--- src/rtl/sd_tile_loader.sv ---
// Streams 512-byte SD sectors into tile memory as RGB565 pixels, one sector per 16x16 tile.
// Optional macro SD_TILE_LOADER_LITTLE_ENDIAN_EN: even byte becomes the low half of each pixel.
module sd_tile_loader #(
    parameter logic [15:0] START_SECTOR = 16'h0002,
    parameter int          TILE_BITS    = 5
) (
    input  logic                   MasterCLK,
    input  logic                   Reset,
    input  logic                   Start,
    input  logic [7:0]             SD_InputData,
    input  logic                   SD_InputDataClock,
    input  logic                   SD_EnableDataRead,
    output logic [15:0]            SD_InputAddress,
    output logic                   Tile_WrEn,
    output logic [TILE_BITS+7:0]   Tile_WrAddr,
    output logic [15:0]            Tile_WrData,
    output logic                   Busy,
    output logic                   Done,
    output logic                   Error
);

    // state   | meaning
    // IDLE    | waiting for Start
    // REQ     | sector requested, waiting for the stream to begin
    // RECV    | capturing sector bytes, writing a pixel per byte pair
    // NEXT    | sector complete; finish or step to the next tile
    // WAIT    | waiting for the previous stream to end before re-arming
    // DONE    | raise Done, return to IDLE
    // ABORT   | raise Error, return to IDLE
    localparam logic [2:0] S_IDLE  = 3'd0;
    localparam logic [2:0] S_REQ   = 3'd1;
    localparam logic [2:0] S_RECV  = 3'd2;
    localparam logic [2:0] S_NEXT  = 3'd3;
    localparam logic [2:0] S_WAIT  = 3'd4;
    localparam logic [2:0] S_DONE  = 3'd5;
    localparam logic [2:0] S_ABORT = 3'd6;

    localparam logic [TILE_BITS-1:0] LAST_TILE = '1;
    localparam logic [TILE_BITS-1:0] TILE_ONE  = TILE_BITS'(1);

    logic                 dclk_s1, dclk_s2, dclk_s3;
    logic                 en_s1, en_s2;
    logic                 byte_strobe;
    logic [2:0]           state;
    logic [TILE_BITS-1:0] tile;
    logic [8:0]           byte_cnt;
    logic [7:0]           even_byte;
    logic [15:0]          pixel;

    always_ff @(posedge MasterCLK or negedge Reset) begin
        if (!Reset) begin
            dclk_s1 <= 1'b0;
            dclk_s2 <= 1'b0;
            dclk_s3 <= 1'b0;
            en_s1   <= 1'b0;
            en_s2   <= 1'b0;
        end else begin
            dclk_s1 <= SD_InputDataClock;
            dclk_s2 <= dclk_s1;
            dclk_s3 <= dclk_s2;
            en_s1   <= SD_EnableDataRead;
            en_s2   <= en_s1;
        end
    end

    assign byte_strobe = dclk_s2 & ~dclk_s3;

`ifdef SD_TILE_LOADER_LITTLE_ENDIAN_EN
    assign pixel = {SD_InputData, even_byte};
`else
    assign pixel = {even_byte, SD_InputData};
`endif

    always_ff @(posedge MasterCLK or negedge Reset) begin
        if (!Reset) begin
            state           <= S_IDLE;
            tile            <= '0;
            byte_cnt        <= '0;
            even_byte       <= '0;
            SD_InputAddress <= START_SECTOR;
            Tile_WrEn       <= 1'b0;
            Tile_WrAddr     <= '0;
            Tile_WrData     <= '0;
            Busy            <= 1'b0;
            Done            <= 1'b0;
            Error           <= 1'b0;
        end else begin
            Tile_WrEn <= 1'b0;
            case (state)
                S_IDLE: begin
                    if (Start) begin
                        state           <= S_REQ;
                        tile            <= '0;
                        SD_InputAddress <= START_SECTOR;
                        Done            <= 1'b0;
                        Error           <= 1'b0;
                        Busy            <= 1'b1;
                    end
                end
                S_REQ: begin
                    if (en_s2) begin
                        state    <= S_RECV;
                        byte_cnt <= '0;
                    end
                end
                S_RECV: begin
                    // A byte arriving together with the enable drop still counts.
                    if (byte_strobe) begin
                        byte_cnt <= byte_cnt + 9'd1;
                        if (!byte_cnt[0]) begin
                            even_byte <= SD_InputData;
                        end else begin
                            Tile_WrEn   <= 1'b1;
                            Tile_WrAddr <= {tile, byte_cnt[8:1]};
                            Tile_WrData <= pixel;
                        end
                        if (byte_cnt == 9'd511) begin
                            state <= S_NEXT;
                        end
                    end else if (!en_s2) begin
                        state <= S_ABORT;
                        Busy  <= 1'b0;
                    end
                end
                S_NEXT: begin
                    if (tile == LAST_TILE) begin
                        state <= S_DONE;
                        Busy  <= 1'b0;
                    end else begin
                        tile            <= tile + TILE_ONE;
                        SD_InputAddress <= SD_InputAddress + 16'd1;
                        state           <= S_WAIT;
                    end
                end
                S_WAIT: begin
                    if (!en_s2) begin
                        state <= S_REQ;
                    end
                end
                S_DONE: begin
                    Done  <= 1'b1;
                    state <= S_IDLE;
                end
                S_ABORT: begin
                    Error <= 1'b1;
                    state <= S_IDLE;
                end
                default: state <= S_IDLE;
            endcase
        end
    end

endmodule

--- config.mk ---
export PLATFORM = sky130hd
export DESIGN_NAME = sd_tile_loader
export DESIGN_NICKNAME = d
export VERILOG_FILES = /design/src/rtl/sd_tile_loader.sv
export SDC_FILE = /design/constraint.sdc
export NUM_CORES = 1
export LEC_CHECK = 0
export BUFFER_PORTS_ARGS = -buffer_cell sky130_fd_sc_hd__buf_4
export CAP_MARGIN = 40
export CORE_MARGIN = 8
export CORE_UTILIZATION = 55
export DETAILED_ROUTE_END_ITERATION = 10
export PLACE_DENSITY = 0.87
export SLEW_MARGIN = 0
export SYNTH_ARGS = -nofsm -noshare
export SYNTH_HDL_FRONTEND = slang
export SYNTH_SLANG_ARGS = --single-unit
--- constraint.sdc ---
create_clock -name MasterCLK -period 3.4 [get_ports MasterCLK]
set_clock_uncertainty 0.15 [all_clocks]
set_input_delay 0.34 -clock MasterCLK [delete_from_list [all_inputs] [get_ports MasterCLK]]
set_output_delay 0.34 -clock MasterCLK [all_outputs]
set_load 0.1 [all_outputs]
==> results.toml, run 1 <==
[status]
outcome = "finished, final reports clean"

[final_layout]
nets = 385
n_antenna_cell = 0
drive_gt1_share_pct = 25.3
final_area_mm2 = 0.00433
area_growth_syn_to_layout_pct = 24.4
nFillCells = 464
fin_cells = 449
layout.area.seq_mm2 = 0.00198
multi_input_area_mm2 = 0.00142

[clocking]
clk_pin_slew_ns = 0.09
cts_tree = "done"
cts_sinks = 79
holdBufCountCts = 3
cts-resized-gates = 0
clock_latency_ns = 0.36
postCtsSetupBuffers = 0
cts_inserted_buffers = 9
root_buffer = "clkbuf_8"
cts_htree_levels = 3
cts_buffer_depth = 2

[routing]
ant_nets = 0
avgRoutedWirePerCell_um = 16.1
routed-via-count = 2539
drt-initial-drc-count = 146
vias_per_cell = 5.65
drt-total-wl_um = 7220
drcViolationCount = 0
first_pass_iters = 4

[synth]
ys_seq_area_share_pct = 56.9
ys_warn_count = 0
async_flop_share_pct = 100
synthTopCellsByArea = "dfrtp_1 (56%), mux2_1 (12%), nand2_1 (2.9%)"
synth.distinct_cells = 48
syn_avg_cell_area_um2 = 11.7
synthFlopType = "dfrtp_1"
synth_edf_count = 0
synth.top_cell.area_share_pct = 56.1
ys_seq_elements = 79
synth_nets = 315
synth_area_mm2 = 0.00348
postSynthCellCount = 297
synth_area_leader_cell = "dfrtp_1"

[pwr]
power_frac_seq_pct = 35.1
clkPwrFrac_pct = 23.0
power_density_mw_per_mm2 = 838
p_sw_share_pct = 45.4
combPwrFrac_pct = 41.9
p_int_mw = 1.98
power_leakage_nw = 2.09
irDropWorstVdd_uv = 880
p_sw_mw = 1.65

[critical_path]
cp-end-kind = "flip-flop"
r2r_cells = 8
cp_slowest_cell = "or4_1"
critical-path-max-stage-delay_ns = 0.51
arrival_ns = 2.78
timing.rr.end = "SD_InputAddress[15]"
critPathMaxFanout = 8
path_class = "flip-flop to flip-flop"
worstPathRequired_ns = 3.53
r2r_slack_ns = 0.75
cp-start-kind = "flip-flop"
r2r_start = "tile[0]"
path_buf_inv = 1
critPathTopFamily = "simple AND/OR/NAND/NOR gates"
cpMostUsedCell = "ha_1"
path_cells = "ha_1, and3_1, ha_1, nor4bb_1, buf_4, o2111ai_2, or4_1, a21oi_1"

[floorplan]
num_rows = 29
dieHeight_um = 95.5
core-area_mm2 = 0.00624
ios = 62
initial_core_util_pct = 55.8
die_x_um = 95.5
die-area_mm2 = 0.00913

[global_routing]
grt_use_met3_pct = 6.14
grt_max_degree = 41
grt_use_met1_pct = 20.5
grtUsageTotal_pct = 17.4
grt.busiest_layer = "met2"
overflow = 0
grt_pass1_wl_um = 12300
met2_usage_pct = 27.4
grt_pass1_vias = 2618
antenna_found_initial = 0

[timing]
holdWs_ns = 0.0483
clock.fmax_mhz = 377
slew_headroom_pct = 62.6
finalWorstSetupSlack_ns = 0.751
worst_pin_slew_ns = 0.559
rsz0062_at_grt = "false"
tns_ns = 0
fin_crit_sh_pct = 77.9
fin_crit_ns = 2.65
slew_viol_final = 0
finalHoldViolations = 0
setup_violations = 0

[placed_design]
dpl-instance-area_mm2 = 0.00406
dp.cells = 430
post-place-ws_ns = 0.762
portBuffers = 61
gp_congestion = 0.929
dp_hpwl_um = 5200

[run]
maxCapViolCount = 0

[hold_path]
hold_depth = 2
min_path_type = "input pin to flip-flop"
min-delay-start = "SD_InputData[3]"
hold_end = "even_byte[3]"
## cell usage after synthesis, drive strengths merged (2+ instances only)
master and count:
nor2 21, a21oi 13, o21ai 29, and4 2, or4 3, a21o 2
o31ai 2, buf 6, inv 8, nand4bb 2, o211ai 2, nand3b 2
nand2 27, mux2 37, nand2b 2, xor2 4, or3 3, nand3 4
a2111oi 2, ha 5, xnor2 6, and3 6, nand4 6, dfrtp 78
nor3 2, clkbuf 5
## layout make-up
cell class,instances,area share [%]
clock buffer,9,2.86
clock inverter,7,2.77
inverter,8,0.694
multi-input combinational,199,32.9
sequential,79,45.7
tap,77,2.23
timing repair buffer,70,12.9
## worst register-to-register path: cells and delay by family (launching register included)
family,cells,cell delay (ns)
adders and majority gates,2,0.47
buffers and inverters,1,0.21
DFF,1,0.42
AOI/OAI and AO/OA,2,0.37
and+or+nand+nor,3,0.97
## cell usage in the layout, fill, tap and decap left out, types with 3 or more instances in the layout
| master | Yosys | layout |
|---|---|---|
| dlygate4sd3_1 | 0 | 3 |
| dfrtp_1 | 78 | 78 |
| nand4_1 | 6 | 6 |
| xor2_1 | 4 | 4 |
| nand3_1 | 4 | 4 |
| bufinv_16 | 0 | 3 |
| ha_1 | 5 | 5 |
| a21oi_1 | 13 | 13 |
| or4_1 | 3 | 3 |
| mux2_1 | 37 | 37 |
| clkbuf_8 | 0 | 9 |
| nor2_1 | 18 | 18 |
| xnor2_1 | 6 | 6 |
| o21ai_1 | 10 | 10 |
| nand2_1 | 27 | 27 |
| or3_1 | 3 | 3 |
| inv_1 | 7 | 7 |
| and3_1 | 6 | 6 |
| buf_4 | 0 | 65 |
| o21ai_0 | 19 | 19 |
## worst max path at each step
| stage | end | slack (ns) | start | cells past startpoint |
|---|---|---|---|---|
| after global routing | SD_InputAddress[15] | 0.60 | tile[0] | 8 |
| after global placement | SD_InputAddress[15] | 0.88 | tile[0] | 8 |
| after CTS | SD_InputAddress[15] | 0.74 | tile[0] | 8 |
| after detailed placement | SD_InputAddress[15] | 0.76 | tile[0] | 8 |
| after floorplan | SD_InputAddress[14] | 0.74 | SD_InputAddress[0] | 5 |
| final | SD_InputAddress[15] | 0.75 | tile[0] | 8 |
## power by group through the flow
stage                     combinational, mW  sequential (mW)  clock, mW
final                                  1.52             1.27      0.834
after global routing                   1.60             1.30      0.890
after CTS                              1.53             1.27      0.852
after detailed placement               1.52             1.29          0
after global placement                 1.49             1.27          0
after floorplan                       0.400             2.05          0
## state kept, by name, indices dropped and copies added (netlist names), 3 cells and up
register and count:
byte_cnt 9, tile 5, state 3, Tile_WrData 16, even_byte 8, SD_InputAddress 16, Tile_WrAddr 13
## per-layer routing
metal | routed length (µm) | share of wire [%]
met1 | 2970 | 41
met2 | 3490 | 48
met3 | 594 | 8.2
met4 | 163 | 2.3
met5 | 0 | 0
## per-stage QoR
| stage | power, mW | utilization, % |
|---|---|---|
| after global routing | 3.79 | 69.4 |
| after global placement | 2.77 | 64.7 |
| after floorplan | 2.45 | - |
| final | 3.63 | 69.4 |
| after detailed placement | 2.82 | 65.0 |
| after CTS | 3.66 | 69.4 |
## cells by family after synthesis
kind of cell	synth area share (%)
xor gates and xnor gates	2.52
adders and majority gates	1.80
buffers and inverters	2.27
and+or+nand+nor	14.1
muxes	12.0
AOI/OAI and AO/OA	10.5
DFF	56.9
Note: power is estimated with default switching activity, not from simulation.
==> run 2: changes to the inputs <==
==> constraint.sdc (replaced) <==
create_clock -name MasterCLK -period 2.7 [get_ports MasterCLK]
set_clock_uncertainty 0.15 [all_clocks]
set_input_delay 0.27 -clock MasterCLK [delete_from_list [all_inputs] [get_ports MasterCLK]]
set_output_delay 0.27 -clock MasterCLK [all_outputs]
set_load 0.1 [all_outputs]
==> results.toml, run 2 (synthesized netlist as in run 1, its figures left out) <==
[hold_path]
min_path_type = "input pin to flip-flop"
min-delay-start = "Start"

[timing]
clock.fmax_mhz = 387
finalHoldViolations = 0
slew_viol_final = 0
fin_crit_ns = 2.59
rsz0062_at_grt = "false"
holdWs_ns = 0.151
fin_crit_sh_pct = 95.8
setup_violations = 0
slew_headroom_pct = 60.8
worst_pin_slew_ns = 0.588

[critical_path]
worstPathRequired_ns = 2.84
cp-start-kind = "flip-flop"
critical-path-max-stage-delay_ns = 0.50
cp_slowest_cell = "or4_1"
path_class = "flip-flop to flip-flop"
critPathTopFamily = "simple AND/OR/NAND/NOR gates"
r2r_slack_ns = 0.11
path_cells = "ha_1, and3_1, ha_2, nor4bb_4, buf_4, o2111ai_4, or4_1, a21oi_1"
arrival_ns = 2.72
path_buf_inv = 1
r2r_start = "tile[1]"
critPathMaxFanout = 8
cp-end-kind = "flip-flop"
startpoint = "tile[1]"

[status]
outcome = "finished, final reports clean"

[global_routing]
grt_pass1_wl_um = 13700
grtUsageTotal_pct = 19.1
grt_max_degree = 45
overflow = 0
antenna_found_initial = 0
grt_pass1_vias = 2867

[floorplan]
ios = 62
core-area_mm2 = 0.00624
dieHeight_um = 95.5
initial_core_util_pct = 55.8
die-area_mm2 = 0.00913
num_rows = 29
die_x_um = 95.5

[routing]
drt-total-wl_um = 7980
routed-via-count = 2642
first_pass_iters = 4
drcViolationCount = 0
drt-initial-drc-count = 141
ant_nets = 0
vias_per_cell = 5.68
avgRoutedWirePerCell_um = 17.2

[pwr]
power_density_mw_per_mm2 = 1020
power_leakage_nw = 2.14
irDropWorstVdd_uv = 1200

[final_layout]
mostFrequentLayoutCells = "dfrtp_1 (78), buf_4 (74), mux2_1 (37)"
drive_gt1_share_pct = 27.3
area_growth_syn_to_layout_pct = 28.0
final_common_cell = "dfrtp_1"
largestRegisters = "SD_InputAddress x16, Tile_WrData x16, Tile_WrAddr x13"
n_antenna_cell = 0
final_util_pct = 71.4
nets = 401

[clocking]
root_buffer = "clkbuf_8"
cts_htree_levels = 3
cts_inserted_buffers = 9
cts_buffer_depth = 2
cts_sinks = 79
clock_latency_ns = 0.36
clk_pin_slew_ns = 0.09
cts_tree = "done"

[placed_design]
dp_hpwl_um = 5380
portBuffers = 61
gp_congestion = 0.805

[run]
maxCapViolCount = 0
-- run 2: cell type report --
cell class,count,area (µm²)
Sequential cell,79,1980
Fill cell,399,1790
Multi-Input combinational cell,199,1460
Timing Repair Buffer,86,686
Clock buffer,9,124
Tap cell,77,96.3
Clock inverter,7,80.1
Inverter,8,30.0
-- run 2: report_power, final --
group | internal [mW] | switching, mW | leakage (nW) | total, mW
Sequential | 1.42 | 0.224 | 1.05 | 1.65
Combinational | 0.509 | 1.46 | 0.991 | 1.97
Clock | 0.440 | 0.474 | 0.102 | 0.913
-- run 2: stage by stage --
step	worst slack, ns	instances	instance area, µm²	setup TNS [ns]	power (mW)
5_1_grt	0.00407	465	4450	0	4.74
4_1_cts	0.0448	464	4430	0	4.54
3_3_place_gp	0.0864	433	4050	0	3.51
2_1_floorplan	0.0358	297	3480	0	3.08
3_5_place_dp	-0.0728	434	4070	-0.0728	3.57
6_report	0.114	465	4450	0	4.53
-- run 2: worst reg2reg max path, delay by kind of cell, from the launching register on --
family          cells  cell delay, ns
fa+ha+maj           2            0.44
buf+inv             1            0.18
compound gates      2            0.32
simple gates        3            1.00
flops               1            0.43
-- run 2: metal layers --
layer	track usage [%]	share of wire, %	wire length (µm)
met5	0	0	0
met3	6.14	7.0	561
met1	22.5	40	3220
met4	7.30	1.6	124
met2	31.9	51	4070
-- run 2: what timing repair did --
item / CTS / global route
endpoints found under the setup margin: 1 / 3
setup buffers: 3 / 1
pin swaps: 1 / 1
hold buffers: 11 / 0
resized for setup: 2 / 4
endpoints found under the hold margin: 59 / 0
-- run 2: path summary, 6_finish.rpt --
kind / end / cells after the start
worst max-delay path: SD_InputAddress[15] / 8
worst min-delay path: state[0] / 3
worst max register to register: SD_InputAddress[15] / 8
worst min register to register: dclk_s2 / 0
max in group asynchronous: Tile_WrAddr[5] / 3
min in group asynchronous: SD_InputAddress[8] / 2
==> run 3: changes to the inputs <==
--- a/config.mk
+++ b/config.mk
@@ -5,12 +5,13 @@
 export SDC_FILE = /design/constraint.sdc
 export NUM_CORES = 1
 export LEC_CHECK = 0
+export ABC_AREA = 1
 export BUFFER_PORTS_ARGS = -buffer_cell sky130_fd_sc_hd__buf_4
 export CAP_MARGIN = 40
 export CORE_MARGIN = 8
 export CORE_UTILIZATION = 55
 export DETAILED_ROUTE_END_ITERATION = 10
-export PLACE_DENSITY = 0.87
+export PLACE_DENSITY = 0.86
 export SLEW_MARGIN = 0
 export SYNTH_ARGS = -nofsm -noshare
 export SYNTH_HDL_FRONTEND = slang
==> results.toml, run 3 <==
[clocking]
cts_inserted_buffers = 9
postCtsSetupBuffers = 0
clk_pin_slew_ns = 0.09
cts-resized-gates = 0
clock_latency_ns = 0.36
holdBufCountCts = 3
cts_tree = "done"
cts_sinks = 79
cts_htree_levels = 3
cts_buffer_depth = 2
root_buffer = "clkbuf_8"

[critical_path]
timing.rr.end = "SD_InputAddress[7]"
critical-path-max-stage-delay_ns = 0.44
path_cells = "ha_1, inv_1, nor3_1, ha_1, inv_1, nand2_2, nand2_2, inv_1, nor2_1, nand2_1, nand2_1, nor2_1"
path_buf_inv = 3
cp-start-kind = "flip-flop"
path_class = "flip-flop to flip-flop"
critPathMaxFanout = 11
critPathTopFamily = "simple AND/OR/NAND/NOR gates"
worstPathRequired_ns = 2.81
arrival_ns = 2.32
cp-end-kind = "flip-flop"
cpMostUsedCell = "inv_1"
r2r_cells = 12
r2r_slack_ns = 0.49
r2r_start = "tile[0]"
cp_slowest_cell = "dfrtp_1"

[timing]
fin_crit_ns = 2.21
setup_violations = 0
slew_viol_final = 0
finalWorstSetupSlack_ns = 0.486
clock.fmax_mhz = 452
rsz0062_at_grt = "false"
holdWs_ns = 0.00703
fin_crit_sh_pct = 82.0
tns_ns = 0
worst_pin_slew_ns = 0.572
finalHoldViolations = 0
slew_headroom_pct = 61.8

[placed_design]
gp_congestion = 0.906
dp_hpwl_um = 5950
post-place-ws_ns = 0.517
portBuffers = 61

[synth]
synth_edf_count = 0
synth_area_mm2 = 0.00364
synth_area_leader_cell = "dfrtp_1"
ys_seq_elements = 79
ys_seq_area_share_pct = 54.3
async_flop_share_pct = 100
synth_nets = 453
synth.distinct_cells = 31
synthFlopType = "dfrtp_1"
synth_common_cells = "nand2_1 (104), dfrtp_1 (78), nor2_1 (61), inv_1 (49), o21ai_0 (40)"
yosysMostFrequentCell = "nand2_1"
syn_avg_cell_area_um2 = 8.38
synth.top_cell.area_share_pct = 53.6
synthTopCellsByArea = "dfrtp_1 (54%), nand2_1 (11%), nor2_1 (6.3%)"
ys_warn_count = 0
postSynthCellCount = 435

[routing]
drt-initial-drc-count = 148
vias_per_cell = 5.20
first_pass_iters = 4
avgRoutedWirePerCell_um = 14.0
routed-via-count = 3021
ant_nets = 0
drcViolationCount = 0
drt-total-wl_um = 8110

[final_layout]
mostFrequentLayoutCells = "nand2_1 (104), dfrtp_1 (78), buf_4 (65)"
largestRegisters = "SD_InputAddress x16, Tile_WrData x16, Tile_WrAddr x13"
n_antenna_cell = 0
nets = 517
final_common_cell = "nand2_1"
drive_gt1_share_pct = 18.5
area_growth_syn_to_layout_pct = 20.3

[hold_path]
min-delay-start = "SD_InputData[7]"
min_path_type = "input pin to flip-flop"
hold_end = "Tile_WrData[7]"
hold_depth = 3

[run]
maxCapViolCount = 0

[global_routing]
grt_pass1_vias = 3033
grt_max_degree = 60
antenna_found_initial = 0
grt_pass1_wl_um = 13700
grtUsageTotal_pct = 17.5
overflow = 0

[pwr]
power_leakage_nw = 2.22
power_density_mw_per_mm2 = 1090
irDropWorstVdd_uv = 874

[floorplan]
die_x_um = 97.4
die-area_mm2 = 0.00949
num_rows = 29
ios = 62
dieHeight_um = 97.4
core-area_mm2 = 0.00639
initial_core_util_pct = 57.1

[status]
outcome = "finished, final reports clean"
-- run 3: routing by layer --
metal | vias up | track usage [%] | share of wire, %
li1 | 1516 | - | -
met1 | 1422 | 19.7 | 42
met2 | 71 | 30.2 | 51
met3 | 12 | 4.34 | 4.8
met4 | 0 | 8.16 | 1.9
met5 | - | 0 | 0
-- run 3: how the worst max path moves through the flow --
stage / endpoint / cells after the start / from / slack [ns]
global route: SD_InputAddress[7] / 12 / tile[0] / 0.29
finish: SD_InputAddress[7] / 12 / tile[0] / 0.49
detailed placement: SD_InputAddress[15] / 12 / tile[0] / 0.52
global placement: SD_InputAddress[7] / 8 / state[0] / 0.66
floorplan: SD_InputAddress[14] / 8 / SD_InputAddress[0] / 0.43
CTS: SD_InputAddress[7] / 12 / tile[0] / 0.49
-- run 3: final cells by class --
type	count	area, µm²
tap	77	96.3
inverter	49	184
fill	508	2000
clock inverter	7	78.8
multi-input combinational	291	1380
timing repair buffer	69	546
clock buffer	9	124
sequential	79	1980
-- run 3: report_power, final --
group / internal (mW) / switching [mW] / total [mW]
combinational: 0.451 / 1.76 / 2.21
clock: 0.438 / 0.469 / 0.907
sequential: 1.45 / 0.192 / 1.64
total: 2.34 / 2.42 / 4.76
-- run 3: through the flow --
step	total power, mW	util, %	std cells	area, µm²
after floorplan	3.39	-	435	3640
after global placement	3.81	64.6	561	4120
after detailed placement	3.88	65.0	562	4150
after CTS	4.78	68.7	581	4380
after global routing	4.99	68.7	581	4380
final	4.76	68.7	581	4380
-- run 3: tightest hold or removal path, stage by stage --
cell	delay [ns]
buf_4	0.11
inv_1	0.05
a21oi_1	0.06
-- run 3: kinds of logic after synthesis --
group | count (synthesis) | synth area share [%]
and+or+nand+nor | 214 | 25.4
DFF | 79 | 54.3
AOI/OAI and AO/OA | 70 | 10.2
buffers and inverters | 65 | 7.93
adders and majority gates | 5 | 1.72
xor gates and xnor gates | 2 | 0.481
